<file path="src/rtl/config_loader_pkg.sv">
`default_nettype none
// ============================================================================
//  Module      : config_loader_pkg
//  Description : Shared constants and state encoding for the config loader.
//  Revision    : 1.0 - initial release
// ============================================================================
package config_loader_pkg;

    localparam int c_config_width = 34688;
    localparam int c_word_width   = 32;
    localparam int c_clear_cycles = 4;

    typedef enum logic [1:0] {
        ST_IDLE  = 2'd0,
        ST_CLEAR = 2'd1,
        ST_SHIFT = 2'd2,
        ST_DONE  = 2'd3
    } loader_state_t;

endpackage
`default_nettype wire

</file>
<file path="src/rtl/config_loader_if.sv">
`default_nettype none
// ============================================================================
//  Module      : config_loader_if
//  Description : Bitstream word stream (valid/ready) into the config loader.
//  Revision    : 1.0 - initial release
// ============================================================================
interface config_loader_if #(
    parameter int WORD_WIDTH = 32
) ();

    logic [WORD_WIDTH-1:0] word_data;
    logic                  word_valid;
    logic                  word_ready;

    modport master (
        output word_data,
        output word_valid,
        input  word_ready
    );

    modport slave (
        input  word_data,
        input  word_valid,
        output word_ready
    );

endinterface
`default_nettype wire

</file>
<file path="src/rtl/config_loader_word_serializer.sv">
`default_nettype none
// ============================================================================
//  Module      : config_word_serializer
//  Description : Holds one bitstream word and presents it MSB first.
//  Revision    : 1.0 - initial release
// ============================================================================
module config_word_serializer #(
    parameter int WORD_WIDTH = 32
) (
    input  logic                  clk,
    input  logic                  rst,
    input  logic                  flush,
    input  logic                  load,
    input  logic [WORD_WIDTH-1:0] load_data,
    output logic                  bit_out,
    output logic                  bit_valid,
    output logic                  last_bit
);

    localparam int c_cnt_w = $clog2(WORD_WIDTH);
    localparam logic [c_cnt_w-1:0] c_last_idx = c_cnt_w'(WORD_WIDTH - 1);

    logic [WORD_WIDTH-1:0] r_word;
    logic [c_cnt_w-1:0]    r_bit_cnt;
    logic                  r_empty;

    // A load on the last bit cycle replaces the word with no gap between words.
    always_ff @(posedge clk) begin
        if (rst || flush) begin
            r_word    <= '0;
            r_bit_cnt <= '0;
            r_empty   <= 1'b1;
        end else if (load) begin
            r_word    <= load_data;
            r_bit_cnt <= c_last_idx;
            r_empty   <= 1'b0;
        end else if (!r_empty) begin
            if (r_bit_cnt == '0) begin
                r_empty <= 1'b1;
            end else begin
                r_word    <= {r_word[WORD_WIDTH-2:0], 1'b0};
                r_bit_cnt <= r_bit_cnt - c_cnt_w'(1);
            end
        end
    end

    assign bit_out   = r_word[WORD_WIDTH-1];
    assign bit_valid = !r_empty;
    assign last_bit  = !r_empty && (r_bit_cnt == '0);

endmodule
`default_nettype wire

</file>
<file path="src/rtl/config_loader.sv">
`default_nettype none
// ============================================================================
//  Module      : config_loader
//  Description : Streams a full bitstream serially into the core config chain.
//  Revision    : 1.0 - initial release
// ============================================================================
module config_loader
    import config_loader_pkg::*;
#(
    parameter int CONFIG_WIDTH = c_config_width,
    parameter int WORD_WIDTH   = c_word_width,
    parameter int CLEAR_CYCLES = c_clear_cycles
) (
    input  logic            clock,
    input  logic            reset,
    input  logic            start,
    input  logic            abort,
    config_loader_if.slave  word_if,
    output logic            config_in,
    output logic            config_enable,
    output logic            config_nreset,
    output logic            busy,
    output logic            done
);

    localparam int c_num_words_i = CONFIG_WIDTH / WORD_WIDTH;
    localparam int c_wcnt_w      = $clog2(c_num_words_i) + 1;
    localparam int c_clr_w       = $clog2(CLEAR_CYCLES) + 1;
    localparam logic [c_wcnt_w-1:0] c_num_words = c_wcnt_w'(c_num_words_i);
    localparam logic [c_clr_w-1:0]  c_clr_last  = c_clr_w'(CLEAR_CYCLES - 1);

    loader_state_t         r_state;
    loader_state_t         w_state_next;
    logic [c_wcnt_w-1:0]   r_word_cnt;
    logic [c_clr_w-1:0]    r_clr_cnt;
    logic                  w_ready;
    logic                  w_enable;
    logic                  w_accept;
    logic                  w_start_load;
    logic                  w_ser_flush;
    logic                  w_ser_bit;
    logic                  w_ser_valid;
    logic                  w_ser_last;

    assign w_start_load = ((r_state == ST_IDLE) || (r_state == ST_DONE)) && start && !abort;
    assign w_accept     = w_ready && word_if.word_valid;
    assign w_ser_flush  = (r_state != ST_SHIFT) || abort;
    assign word_if.word_ready = w_ready;

    always_ff @(posedge clock) begin
        if (reset) begin
            r_state <= ST_IDLE;
        end else begin
            r_state <= w_state_next;
        end
    end

    // Abort gates enable and ready in its own cycle so nothing more reaches the chain.
    always_comb begin
        w_state_next  = r_state;
        w_ready       = 1'b0;
        w_enable      = 1'b0;
        config_nreset = 1'b1;
        busy          = 1'b0;
        done          = 1'b0;
        case (r_state)
            ST_IDLE, ST_DONE: begin
                done = (r_state == ST_DONE);
                if (start && !abort) w_state_next = ST_CLEAR;
            end
            ST_CLEAR: begin
                busy          = 1'b1;
                config_nreset = 1'b0;
                if (abort)                        w_state_next = ST_IDLE;
                else if (r_clr_cnt == c_clr_last) w_state_next = ST_SHIFT;
            end
            ST_SHIFT: begin
                busy = 1'b1;
                if (abort) begin
                    w_state_next = ST_IDLE;
                end else begin
                    w_ready  = (r_word_cnt != c_num_words) && (!w_ser_valid || w_ser_last);
                    w_enable = w_ser_valid;
                    if (w_ser_last && (r_word_cnt == c_num_words)) w_state_next = ST_DONE;
                end
            end
            default: w_state_next = ST_IDLE;
        endcase
        config_enable = w_enable;
        config_in     = w_enable & w_ser_bit;
    end

    always_ff @(posedge clock) begin
        if (reset || w_start_load) begin
            r_word_cnt <= '0;
            r_clr_cnt  <= '0;
        end else begin
            if (r_state == ST_CLEAR) r_clr_cnt  <= r_clr_cnt + c_clr_w'(1);
            if (w_accept)            r_word_cnt <= r_word_cnt + c_wcnt_w'(1);
        end
    end

    config_word_serializer #(
        .WORD_WIDTH (WORD_WIDTH)
    ) u_serializer (
        .clk       (clock),
        .rst       (reset),
        .flush     (w_ser_flush),
        .load      (w_accept),
        .load_data (word_if.word_data),
        .bit_out   (w_ser_bit),
        .bit_valid (w_ser_valid),
        .last_bit  (w_ser_last)
    );

endmodule
`default_nettype wire

</file>
<file path="src/flat_wrapper.sv">
// flat-port wrapper written by rule: the top's interface ports become plain ports
module config_loader_flat import config_loader_pkg::*;
#(
    parameter int CONFIG_WIDTH = c_config_width,
    parameter int WORD_WIDTH   = c_word_width,
    parameter int CLEAR_CYCLES = c_clear_cycles
)
  (clock, reset, start, abort, config_in, config_enable, config_nreset, busy, done, word_if_word_data, word_if_word_valid, word_if_word_ready);
  config_loader_if #(.WORD_WIDTH(WORD_WIDTH)) word_if_i ();
  input  logic clock;
  input  logic reset;
  input  logic start;
  input  logic abort;
  output logic config_in;
  output logic config_enable;
  output logic config_nreset;
  output logic busy;
  output logic done;
  input wire logic [$bits(word_if_i.word_data)-1:0] word_if_word_data;
  input wire logic [$bits(word_if_i.word_valid)-1:0] word_if_word_valid;
  output wire logic [$bits(word_if_i.word_ready)-1:0] word_if_word_ready;
  assign word_if_i.word_data = word_if_word_data;
  assign word_if_i.word_valid = word_if_word_valid;
  assign word_if_word_ready = word_if_i.word_ready;
  config_loader #(.CONFIG_WIDTH(CONFIG_WIDTH), .WORD_WIDTH(WORD_WIDTH), .CLEAR_CYCLES(CLEAR_CYCLES)) u_core (.clock(clock), .reset(reset), .start(start), .abort(abort), .word_if(word_if_i), .config_in(config_in), .config_enable(config_enable), .config_nreset(config_nreset), .busy(busy), .done(done));
endmodule
</file>
<file path="config.mk">
export PLATFORM = sky130hd
export DESIGN_NAME = config_loader_flat
export DESIGN_NICKNAME = d
export VERILOG_FILES = /design/src/rtl/config_loader_pkg.sv /design/src/rtl/config_loader_if.sv /design/src/rtl/config_loader_word_serializer.sv /design/src/rtl/config_loader.sv /design/src/flat_wrapper.sv
export SDC_FILE = /design/constraint.sdc
export NUM_CORES = 1
export LEC_CHECK = 0
export ABC_AREA = 1
export CAP_MARGIN = 20
export CORE_MARGIN = 2
export CORE_UTILIZATION = 54
export DETAILED_ROUTE_END_ITERATION = 7
export PLACE_DENSITY = 0.84
export SLEW_MARGIN = 20
export SYNTH_ARGS = -nofsm -noshare
export SYNTH_HDL_FRONTEND = slang
export SYNTH_SLANG_ARGS = --single-unit
</file>
<file path="constraint.sdc">
create_clock -name clock -period 2.02 [get_ports clock]
set_input_delay 0.404 -clock clock [delete_from_list [all_inputs] [get_ports clock]]
set_output_delay 0.404 -clock clock [all_outputs]
set_load 0.02 [all_outputs]
</file>
; Word level (Yosys, flattened, before mapping)
; Cells that the tools add are included.
[totals]
word_cells = 64
regBits = 55
inputBits = 37
[classes]
n_addsub = 3
n_mux = 22
n_reduce_logical = 20
n_bitwise = 1
n_eq_ne = 12
[ops]
columns = cell, n
row1 = $mux 32, 3
row2 = $mux 5, 3
row3 = $add 12x1->12 const B, 1
row4 = $eq 12x11->1 const B, 1
row5 = $ne 12x11->1 const B, 1
row6 = $mux 1, 10
row7 = $mux 2, 5
row8 = $logic_and 1x1->1, 7
row9 = $ne 2x2->1 const B, 3
row10 = $ne 3x2->1 const B, 2
row11 = $pmux 2 s3, 1
row12 = $logic_not 5->1, 1
row13 = $logic_or 1x1->1, 5
row14 = $sub 5x1->5 const B, 1
row15 = $eq 2x2->1 const B, 2
row16 = $reduce_or 2->1, 2
row17 = $add 3x1->3 const B, 1
row18 = $eq 3x2->1 const B, 1
row19 = $reduce_and 3->1, 1
row20 = $eq 2x1->1 const B, 1
row21 = $logic_not 1->1, 2
row22 = $logic_not 2->1, 1
row23 = $ne 2x1->1 const B, 1
row24 = $reduce_and 2->1, 1
row25 = $and 1x1->1, 1

; Longest topological paths before layout
[logic_depth]
depth_word = 9
mapped_depth = 12

; By module
; A second synthesis with hierarchy kept.
[hier_totals]
hier_cells = 452
area_unflattened_um2 = 3020.4
[modules_own_cells]
columns = mod, seq_area_each_um2, area_per_inst_um2, instances, cells_each
row1 = config_word_serializer, 760.7, 1894.3, 1, 291
row2 = config_loader, 340.3, 1126.1, 1, 161

; Worst setup path before layout
; OpenSTA, ideal clock, no wires.
[synth_path]
kind = flip-flop to output port
start = register u_core.u_serializer.r_bit_cnt[0]
end = output word_if_word_ready
setup_slack_ps = 320
stages_incl_launch_ff = 10
required_time_ps = 1616
t_arrival_ps = 1296
path_cell_list = dfxtp_1 > inv_1 > ha_1 > inv_1 > nor2_1 > nand2_2 > nand2_4 > nand2_2 > a21oi_4 > buf_4
[synth_via]
elab_chain_cells = 6
[synth_lines]
columns = item, line
row1 = start: declaration, config_loader_word_serializer.sv:24  ; logic [c_cnt_w-1:0] r_bit_cnt;
row2 = start signal: assignment, config_loader_word_serializer.sv:35  ; r_bit_cnt <= c_last_idx;
row3 = start signal: assignment, config_loader_word_serializer.sv:42  ; r_bit_cnt <= r_bit_cnt - c_cnt_w'(1);
row4 = $logic_not 5->1, config_loader_word_serializer.sv:49  ; assign last_bit = !r_empty && (r_bit_cnt == '0);
row5 = $logic_and 1x1->1, config_loader_word_serializer.sv:49
row6 = $logic_or 1x1->1, config_loader.sv:82  ; w_ready = (r_word_cnt != c_num_words) && (!w_ser_valid || w_ser_last);
row7 = $logic_and 1x1->1, config_loader.sv:82
row8 = $mux 1, config_loader.sv:79  ; if (abort) begin
row9 = $mux 1, config_loader.sv:66  ; case (r_state)
row10 = end: declaration, flat_wrapper.sv:21  ; output wire logic [$bits(word_if_i.word_ready)-1:0] word_if_word_ready;
; Every way passes these cells.

; Final worst setup path
[layout_path]
start = register u_core.r_state[0]
end = output done
[layout_via]
elab_chain_cells = 3
elab_cells_between_ends = 4
classes_between = eq/ne (1) / mux (1) / reduce/logical (2)
[layout_lines]
columns = item, line
row1 = start: declaration, config_loader.sv:32  ; loader_state_t r_state;
row2 = start signal: assignment, config_loader.sv:54  ; r_state <= w_state_next;
row3 = $eq 2x2->1 or $logic_not 2->1 (tied branches), "config_loader.sv:66, config_loader.sv:68"
row4 = $reduce_or 2->1, config_loader.sv:66
row5 = $mux 1 (*), config_loader.sv:66
row6 = end: declaration, flat_wrapper.sv:18  ; output logic done;
; Mark *: on every way between the ends. The rest lies on a longest branch, timed or not.

==> impl_metrics.tcl <==
set metrics [dict create \
    status "finished clean" \
    rsz0062_at_grt "false" \
    hold_buffers 0 \
    cp.arrival_ns 1.52 \
    top_usage_layer "met2" \
    maxClockFrequency_ghz 0.5200 \
    die_w_um 77.75 \
    cp_slowest_cell "clkdlybuf4s50_1" \
    drt_iter0_drc 239 \
    crit_buf_inv 2 \
    slew_headroom_pct 68.32 \
    yosys_warnings 0 \
    areaGrowthSynthToFinish_pct 22.62 \
    cts.path.max_buffers 2 \
    critical_path_class "reg2out" \
    max_cap_violations 0 \
    powerDensity_nw_per_um2 567.2 \
    cts_sinks 55 \
    fin_crit_ns 1.923 \
    cp-end-kind "primary output" \
    start_kind "flip-flop" \
    final_nets 536 \
    ys_types 27 \
    io_pins 43 \
    grt_pass1_wl_um 10810 \
    antenna_found_initial 0 \
    port_buffers 42 \
    drt_wl_total_um 6093 \
    layout.cells.non_filler 561 \
    crit_required_ns 1.62 \
    rrSetupSlack_ns 0.21 \
    cp-startpoint "u_core.r_state[0]" \
    post_cts_buffers 0 \
    row_count 26 \
    drcViolationCount 0 \
    r2r-end "u_core.u_serializer.r_word[20]" \
    yosysTopAreaCellShare_pct 37.49 \
    clock_latency_ns 0.32 \
    vias 2781 \
    final_common_cell "nand2_1" \
    grt_pass1_vias 2627 \
    netlist_instances 444 \
    met3_usage_pct 3.605 \
    path_clk_slew_ns 0.10 \
    critical_path_depth 3 \
    reg2reg_depth 12 \
    cp_top_family "buffers and inverters" \
    syn-mean-instance-area_um2 6.614 \
    routedWlPerCell_um 10.86 \
    yosys.area.top_type "dfxtp_1" \
    drv_slew 0 \
    skew_ns 0.01238 \
    gp_congestion 0.8435 \
    die_area_um2 6044 \
    setup_viol 0 \
    final_cell_mix "nand2_1 (140), nor2_1 (79), nand3_1 (56)" \
    htreeDepth 2 \
    synth_nets 490 \
    core_area_um2 5172 \
    max-vdd-ir-drop_mv 0.4046 \
    start_util_pct 56.77 \
    dp_cells 553 \
    cts_buffers 5 \
    timing.rr.start "u_core.u_serializer.r_bit_cnt[0]" \
    hold_slack_ns 0.4824 \
    synth.yosys.seq_area_share_pct 37.49 \
    synth-main-ff-cell "dfxtp_1" \
    diodes 0 \
    crit_fanout 3 \
    grt_max_degree 37 \
    worst_slew_pin_slew_ns 0.4747 \
    power_leakage_nw 1.589 \
    dp_hpwl_um 4239 \
    root_buffer "clkbuf_8" \
    die_y_um 77.75 \
    ant_nets 0 \
    global_route.usage.met1_pct 27.11 \
    first_pass_iters 4 \
    synth_area_leaders "dfxtp_1 (37%), nand2_1 (18%), nor2_1 (10%)" \
    grt_util_met2_pct 38.10 \
    fin_crit_sh_pct 95.21 \
    syn_area_um2 2937 \
    ys_ff_latch 55 \
    crit_path_end "done" \
    synth-edff-count 0 \
    cts_tree "yes" \
    ys_async_sr_fraction_pct 0 \
    final_util_pct 69.62 \
    finalHoldViolations 0 \
    grt.overflow.total 0 \
    via_per_inst 4.957 \
    drive_gt1_share_pct 8.758 \
    worst_path_largest_cell_delay_ns 0.60 \
    path_cells "buf_4, ha_1, clkdlybuf4s50_1" \
    hp-class "reg2reg" \
    gr-usage-all-layers_pct 21.42 \
]
-- synth_stat cells, types with 5 or more instances --
library cell / n
xnor2_1: 5
nor2_1: 80
nand4_1: 6
nand2_1: 140
dfxtp_1: 55
buf_2: 10
inv_1: 27
buf_4: 5
ha_1: 9
nand3_1: 56
a21oi_1: 19
-- metal layers --
metal / up-vias / routed length, µm
met3: 6 / 255
met5: - / 0
li1: 1493 / -
met2: 52 / 2896
met4: 0 / 46
met1: 1230 / 2894
-- through the flow --
step                worst slack [ns]  setup TNS [ns]  instance area [µm²]  total power [W]
finish                       0.09680               0                 3601         0.002042
global route                 0.01501               0                 3601         0.002114
CTS                          0.01824               0                 3603         0.002063
detailed placement           -0.2387         -0.6391                 3495         0.001309
global placement             -0.2408         -0.6661                 3495         0.001304
floorplan                     0.3204               0                 2937         0.001194
-- how the worst min path moves through the flow --
| stage | start | endpoint | slack (ns) | depth (start not counted) |
|---|---|---|---|---|
| finish | u_core.r_clr_cnt[1] | u_core.r_clr_cnt[1] | 0.48 | 2 |
| global route | u_core.r_clr_cnt[1] | u_core.r_clr_cnt[1] | 0.50 | 2 |
| CTS | u_core.r_clr_cnt[1] | u_core.r_clr_cnt[1] | 0.48 | 2 |
| detailed placement | u_core.r_clr_cnt[1] | u_core.r_clr_cnt[1] | 0.47 | 2 |
| global placement | u_core.r_clr_cnt[1] | u_core.r_clr_cnt[1] | 0.45 | 2 |
| floorplan | u_core.r_clr_cnt[1] | u_core.r_clr_cnt[1] | 0.44 | 2 |
-- flip-flops by register name, indices dropped and copies added, names as in the netlist --
register / cells
u_core.r_state: 2
u_core.u_serializer.r_empty: 1
u_core.u_serializer.r_word: 32
u_core.u_serializer.r_bit_cnt: 5
u_core.r_clr_cnt: 3
u_core.r_word_cnt: 12
-- kinds of logic (layout without fill, tap and decap cells) --
family	count (synthesis)	count (layout)	share of synthesized area, %
adders and majority gates	9	9	3.835
and+or+nand+nor	292	292	41.97
buffers and inverters	50	97	7.968
DFF	55	55	37.49
xor gates and xnor gates	9	9	2.684
AOI/OAI and AO/OA	29	29	6.050
-- where the power goes --
part / switching [W] / leakage [nW] / internal (W)
clock: 0.000388 / 0.0587 / 0.000377
sequential: 0.00000472 / 0.443 / 0.00109
combinational: 0.0000794 / 1.09 / 0.000103
total: 0.000472 / 1.59 / 0.00157
-- layout make-up --
| class | instances | area, µm² |
|---|---|---|
| fillers | 446 | 1572 |
| well taps | 70 | 87.58 |
| clock buffers | 5 | 68.82 |
| repair buffers | 60 | 578.1 |
| clock inverters | 3 | 47.55 |
| multi-input cells | 339 | 1604 |
| flip-flops and latches | 55 | 1101 |
| inverters | 29 | 113.9 |
-- what timing repair did --
action	CTS	global route
setup endpoints to repair	6	6
resized for setup	9	6
pin swaps	0	0
-- worst register-to-register path: stages (launching register included) --
cell and delay, ns:
dfxtp_1 0.34, inv_1 0.07, ha_1 0.15, inv_1 0.04
nor2_1 0.11, nand2_2 0.08, nand2_4 0.07, buf_4 0.35
inv_6 0.19, nand2_1 0.10, nand3_1 0.08, nand2_1 0.08
nor2_1 0.04
(Power assumes the default switching activity.)
